`config.mk`:
```
export PLATFORM = sky130hd
export DESIGN_NAME = gcd_job_sequencer
export DESIGN_NICKNAME = d
export VERILOG_FILES = /design/src/rtl/gcd_seq_pkg.sv /design/src/rtl/gcd_watchdog.sv /design/src/rtl/gcd_job_sequencer.sv
export SDC_FILE = /design/constraint.sdc
export NUM_CORES = 1
export LEC_CHECK = 0
export ABC_AREA = 1
export ABC_CLOCK_PERIOD_IN_PS = 3400
export CORE_MARGIN = 2
export CORE_UTILIZATION = 30
export CTS_CLUSTER_DIAMETER = 60
export CTS_CLUSTER_SIZE = 28
export DETAILED_ROUTE_END_ITERATION = 12
export PLACE_DENSITY_LB_ADDON = 0.1
export SYNTH_ARGS = -nofsm -noshare
export SYNTH_HDL_FRONTEND = slang
export SYNTH_SLANG_ARGS = --single-unit
```
`constraint.sdc`:
```
create_clock -name clk -period 3.4 [get_ports clk]
set_input_delay 0.68 -clock clk [delete_from_list [all_inputs] [get_ports clk]]
set_output_delay 0.68 -clock clk [all_outputs]
set_load 0.005 [all_outputs]
```
`src/rtl/gcd_seq_pkg.sv`:
```
// Shared types for the GCD job sequencer: FSM state encoding and watchdog sizing.
package gcd_seq_pkg;

  typedef enum logic [2:0] {
    S_IDLE,
    S_ISSUE,
    S_SETTLE,
    S_WAIT,
    S_HOLD
  } state_t;

  localparam int TIMEOUT_DEFAULT = 255;
  localparam int WDOG_W          = $clog2(TIMEOUT_DEFAULT + 1);

endpackage

```
`src/rtl/gcd_watchdog.sv`:
```
// Saturating cycle counter for the engine done watchdog; expired while count == TIMEOUT.
module gcd_watchdog #(
  parameter int TIMEOUT = 255,
  parameter int W       = 8
) (
  input  logic         clk,
  input  logic         rst,
  input  logic         clear,
  input  logic         enable,
  output logic [W-1:0] count,
  output logic         expired
);

  // Clear restarts at 1: the cycle following clear is the first counted cycle.
  always_ff @(posedge clk) begin
    if (rst) begin
      count <= '0;
    end else if (clear) begin
      count <= W'(1);
    end else if (enable && (count < W'(TIMEOUT))) begin
      count <= count + W'(1);
    end
  end

  assign expired = (count == W'(TIMEOUT));

endmodule

```
`src/rtl/gcd_job_sequencer.sv`:
```
// Drives one GCD engine from a valid/ready job port and returns tagged results,
// with a zero-operand bypass and a done watchdog.
module gcd_job_sequencer
  import gcd_seq_pkg::*;
#(
  parameter int WIDTH   = 8,
  parameter int TAG_W   = 4,
  parameter int TIMEOUT = 255,
  parameter int CNT_W   = 16
) (
  input  logic             clk,
  input  logic             rst,
  input  logic             job_valid,
  output logic             job_ready,
  input  logic [WIDTH-1:0] job_a,
  input  logic [WIDTH-1:0] job_b,
  input  logic [TAG_W-1:0] job_tag,
  output logic             eng_start,
  output logic [WIDTH-1:0] eng_a,
  output logic [WIDTH-1:0] eng_b,
  input  logic [WIDTH-1:0] eng_gcd,
  input  logic             eng_done,
  output logic             res_valid,
  input  logic             res_ready,
  output logic [WIDTH-1:0] res_gcd,
  output logic [TAG_W-1:0] res_tag,
  output logic             res_timeout,
  output logic             busy,
  output logic [CNT_W-1:0] jobs_done
);

  localparam int WD_W = $clog2(TIMEOUT + 1);

  state_t            state;
  state_t            state_next;
  logic              wd_clear;
  logic              wd_enable;
  logic              wd_expired;
  logic [WD_W-1:0]   wd_count;
  logic              bypass;

  assign bypass = (job_a == '0) || (job_b == '0);

  gcd_watchdog #(
    .TIMEOUT (TIMEOUT),
    .W       (WD_W)
  ) u_watchdog (
    .clk     (clk),
    .rst     (rst),
    .clear   (wd_clear),
    .enable  (wd_enable),
    .count   (wd_count),
    .expired (wd_expired)
  );

  always_ff @(posedge clk) begin
    if (rst) begin
      state <= S_IDLE;
    end else begin
      state <= state_next;
    end
  end

  always_comb begin
    state_next = state;
    case (state)
      S_IDLE:   if (job_valid) state_next = bypass ? S_HOLD : S_ISSUE;
      S_ISSUE:  state_next = S_SETTLE;
      // A done still asserted from the previous job is ignored here.
      S_SETTLE: state_next = S_WAIT;
      S_WAIT:   if (eng_done || wd_expired) state_next = S_HOLD;
      S_HOLD:   if (res_ready) state_next = S_IDLE;
      default:  state_next = S_IDLE;
    endcase
  end

  // valid/ready: a transfer happens on a rising edge where both are high;
  // the offering side holds its payload stable until that edge.
  always_comb begin
    job_ready = (state == S_IDLE);
    eng_start = (state == S_ISSUE);
    res_valid = (state == S_HOLD);
    busy      = (state != S_IDLE);
    wd_clear  = (state == S_ISSUE);
    wd_enable = (state == S_SETTLE) || (state == S_WAIT);
  end

  always_ff @(posedge clk) begin
    if (rst) begin
      eng_a       <= '0;
      eng_b       <= '0;
      res_gcd     <= '0;
      res_tag     <= '0;
      res_timeout <= 1'b0;
      jobs_done   <= '0;
    end else begin
      case (state)
        S_IDLE: begin
          if (job_valid) begin
            eng_a       <= job_a;
            eng_b       <= job_b;
            res_tag     <= job_tag;
            res_timeout <= 1'b0;
            res_gcd     <= bypass ? (job_a | job_b) : '0;
          end
        end
        // Done takes priority over a simultaneous watchdog expiry.
        S_WAIT: begin
          if (eng_done) begin
            res_gcd     <= eng_gcd;
            res_timeout <= 1'b0;
          end else if (wd_expired) begin
            res_gcd     <= '0;
            res_timeout <= 1'b1;
          end
        end
        S_HOLD: begin
          if (res_ready && (jobs_done != '1)) begin
            jobs_done <= jobs_done + CNT_W'(1);
          end
        end
        default: ;
      endcase
    end
  end

endmodule

```
; ---- Yosys cells after proc, flatten, opt, wreduce, memory -nomap -nowiden
; Index checks and enable logic that the tools add are counted.
[op_classes]
n_addsub = 2
magnitude_cmp = 1
eq_ne = 10
muxes = 16
n_bitwise = 1
reduce_logical = 16
[op_table]
columns = operator, count
row1 = $mux 8, 4
row2 = $add 16x1->16 const B, 1
row3 = $logic_not 8->1, 2
row4 = $ne 16x16->1 const B, 1
row5 = $pmux 8 s2, 1
row6 = $pmux 3 s5, 1
row7 = $mux 3, 4
row8 = $add 8x1->8 const B, 1
row9 = $eq 8x8->1 const B, 1
row10 = $lt 8x8->1 const B, 1
row11 = $or 8x8->8, 1
row12 = $eq 3x2->1 const B, 2
row13 = $reduce_and 3->1, 2
row14 = $mux 1, 5
row15 = $ne 2x2->1 const B, 2
row16 = $reduce_and 2->1, 2
row17 = $reduce_bool 2->1, 2
row18 = $eq 3x1->1 const B, 1
row19 = $eq 3x3->1 const B, 1
row20 = $logic_not 3->1, 1
row21 = $logic_or 1x1->1, 3
row22 = $ne 3x3->1 const B, 1
row23 = $reduce_bool 3->1, 1
row24 = $logic_and 1x1->1, 2
row25 = 3 further kinds, 3
[totals]
register_bits = 56
in_bits = 33
out_inout_bits = 49
wordCells = 55

; ---- Logic depth before layout (Yosys ltp)
[depth]
word_depth = 5
mapped_depth = 11
ltp_nobuf = 10

; ---- Hierarchy
; Synthesis repeated with hierarchy kept, for this count alone.
[unflattened]
cells_unflattened = 458
area_unflattened_um2 = 3049.2
[modules_own_cells]
columns = module, instances, cells_per_inst, area_per_inst_um2, seq_area_each_um2
row1 = gcd_job_sequencer, 1, 387, 2581.2, 960.9
row2 = gcd_watchdog, 1, 71, 467.9, 160.2

; ---- Least setup slack after synthesis
; OpenSTA, ideal clock, no wires.
[synth_timing]
path_type = flip-flop to output port
from = register state[0]
to = output port busy
arrival_ns = 0.859
required_time_ns = 2.720
slack_ns = 1.861
path_stages_with_launch = 6
path_buffers = 1
cell_sequence = dfxtp_1 inv_1 nand2_1 nor2_4 buf_2 inv_1
[synth_between]
elab_chain_len = 1
[synth_rtl]
columns = element, line
row1 = start: declaration, gcd_job_sequencer.sv:34  ; state_t state;
row2 = start signal: assignment, gcd_job_sequencer.sv:60  ; state <= state_next;
row3 = $reduce_bool 3->1, gcd_job_sequencer.sv:83  ; busy = (state != S_IDLE);
row4 = end: declaration, gcd_job_sequencer.sv:28  ; output logic busy,
; No other way between the ends.

; ---- Worst setup path in the final report
[layout_timing]
from = register state[2]
to = output port eng_start
[layout_between]
elab_chain_len = 1
[layout_rtl]
columns = element, line
row1 = $eq 3x1->1, gcd_job_sequencer.sv:81  ; eng_start = (state == S_ISSUE);
row2 = end: declaration, gcd_job_sequencer.sv:18  ; output logic eng_start,
; No other way between the ends.

==> impl_metrics.ini <==
[floorplan]
rows = 35
start_util_pct = 31.1
core_area_sq_mm = 0.00928
die-area_sq_mm = 0.0104
fp.dieH_um = 102
fp.dieW_um = 102
ios = 82

[global_routing]
grt_pass1_wl_mm = 13.1
gr-total-overflow = 0
grt_max_degree = 28
antenna_found_initial = 0
grt_pass1_vias = 2782
grt_use_total_pct = 15.7

[sta]
finalCritPeriodShare_pct = 72.7
grt_setup_unrepaired = no
tns_ps = 0
maxSlewViolCount = 0
hold_slack_ps = 467
fin_crit_ps = 2470
worst_slack_ps = 928
hold_viol_final = 0
slew_headroom_pct = 47.6
finClkSkew_ps = 5.76
max_freq_ghz = 0.405
final-setup-viol-count = 0
worst_pin_slew_ps = 785

[logic_synthesis]
synth_nets = 476
synth_area_sq_mm = 0.00289
synth_top_cell_by_area = dfxtp_1
yosysSeqAreaShare_pct = 38.8
synth_top_area_share_pct = 38.8
synth-edff-count = 0
synth_cell_types = 27
synth_area_leaders = dfxtp_1 (39%), nand2_1 (14%), nor2_1 (9.2%)
async_flop_share_pct = 0
ys_ff_latch = 56
synth_cells = 441
yosys_warnings = 0
ys.flop_type = dfxtp_1
avgSynthCellArea_sq_um = 6.55

[routing]
vias = 2935
drc_errors = 0
drt_iter0_drc = 104
drt_first_pass_iters = 4
drt.antenna.violating_nets = 0
avgRoutedWirePerCell_um = 12.2
wirelength_mm = 7.93
via_per_inst = 4.54

[setup_path]
cp-end-kind = output port
arrival_ps = 1790
critPathMaxFanout = 5
crit_chain = nor3_1 > clkdlybuf4s50_1
slowest_stage = clkdlybuf4s50_1
cp-start-kind = flop
critical_path_class = reg -> out
critPathMaxStageDelay_ps = 600
path_buf_inv = 1
reg2reg_depth = 10
cp.required_ps = 2720
worstSetupPathDepth = 2
crit_family = buffers and inverters

[power_and_ir_drop]
power.density_mw_per_mm2 = 564
p_clk_share_pct = 17.5
p_leak_uw = 0.00150
ir_drop_mv = 0.260
internal-power_uw = 1380
power_frac_seq_pct = 39.7
combPwrFrac_pct = 42.8
switching_share_pct = 37.0
p_sw_uw = 810

[clocking]
insertion_delay_ps = 310
post_cts.repair.setup_buffers = 0
cts-root-buf = clkbuf_8
clk_path_buf_depth = 2
cts-buffers-inserted = 5
cts_max_level = 2
post_cts_resized = 0
hold_buffers = 0
cts_sinks = 56
clk_pin_slew_ps = 100
cts_tree = done

[final_layout]
final_common_cell = nand2_1
layout_common_cells = nand2_1 (109), clkdlybuf4s50_1 (81), nor2_1 (71)
drive_gt1_share_pct = 6.18
nNetsFinal = 552
syn2layout_area_growth_pct = 34.4
antenna_cells = 0

[min_path]
worstHoldPathType = reg -> reg
whs_path_depth = 2

[outcome]
status = finished, final reports clean

[place]
place.gp.congestion = 0.800
pre_cts_ws_ps = 954
io_buffers = 81
hpwl_mm = 5.99

[flow_run]
max-cap-violations = 0
final timing paths:
kind,startpoint,to,slack (ps)
max,state[2],eng_start,930
min,res_tag[3],res_tag[3],470
max reg2reg,jobs_done[0],jobs_done[4],1290
min reg2reg,res_tag[3],res_tag[3],470
synth_stat cells (all sizes together), types with 2 or more instances:
library cell	n
a21oi	35
buf	10
clkbuf	6
dfxtp	56
ha	2
inv	45
nand2	117
nand3	50
nand3b	2
nand4	5
nor2	79
nor3	5
o21ai	21
xor2	5
state kept, by name, indices dropped and copies added, names as in the netlist:
register	count
eng_b	8
res_gcd	8
state	3
eng_a	8
res_timeout	1
res_tag	4
u_watchdog.count	8
jobs_done	16
worst min-delay path, cell delays in order, from the launching register on:
cell and delay, ps:
dfxtp_1 320, nand2_1 60, a21oi_1 50
cell families (layout without fill, tap and decap cells):
| kind of cell | Yosys count | in the layout | synth area share (%) |
|---|---|---|---|
| and+or+nand+nor | 258 | 258 | 39.1 |
| buffers and inverters | 62 | 139 | 9.40 |
| AOI/OAI and AO/OA | 58 | 58 | 10.3 |
| DFF | 56 | 56 | 38.8 |
| xor gates and xnor gates | 5 | 5 | 1.52 |
| adders and majority gates | 2 | 2 | 0.866 |
metrics by stage:
step | total power [uW] | instance area, sq um | cells | util (%)
after global routing | 2370 | 3880 | 647 | 41.8
after global placement | 1830 | 3790 | 639 | 40.8
after CTS | 2230 | 3880 | 647 | 41.8
after floorplan | 1420 | 2890 | 441 | -
final | 2190 | 3880 | 647 | 41.8
after detailed placement | 1840 | 3790 | 639 | 40.8
layer usage:
layer	global-route usage, %	wire [um]	up-vias
li1	-	-	1553
met1	20.9	3770	1307
met2	25.3	3580	67
met3	3.90	471	8
met4	4.41	102	0
met5	0	0	-
cell type report:
| type | count | area, sq um |
|---|---|---|
| repair buffers | 85 | 841 |
| inverters | 46 | 173 |
| fillers | 1019 | 5400 |
| well taps | 129 | 161 |
| flip-flops and latches | 56 | 1120 |
| clock buffers | 8 | 90.1 |
| multi-input cells | 323 | 1500 |
power by group through the flow:
stage	registers, uW	clock network (uW)	logic (uW)
after detailed placement	884	0	951
final	869	382	937
after global routing	886	422	1060
after floorplan	876	0	540
after CTS	872	399	955
after global placement	885	0	948
(Power assumes the default switching activity.)
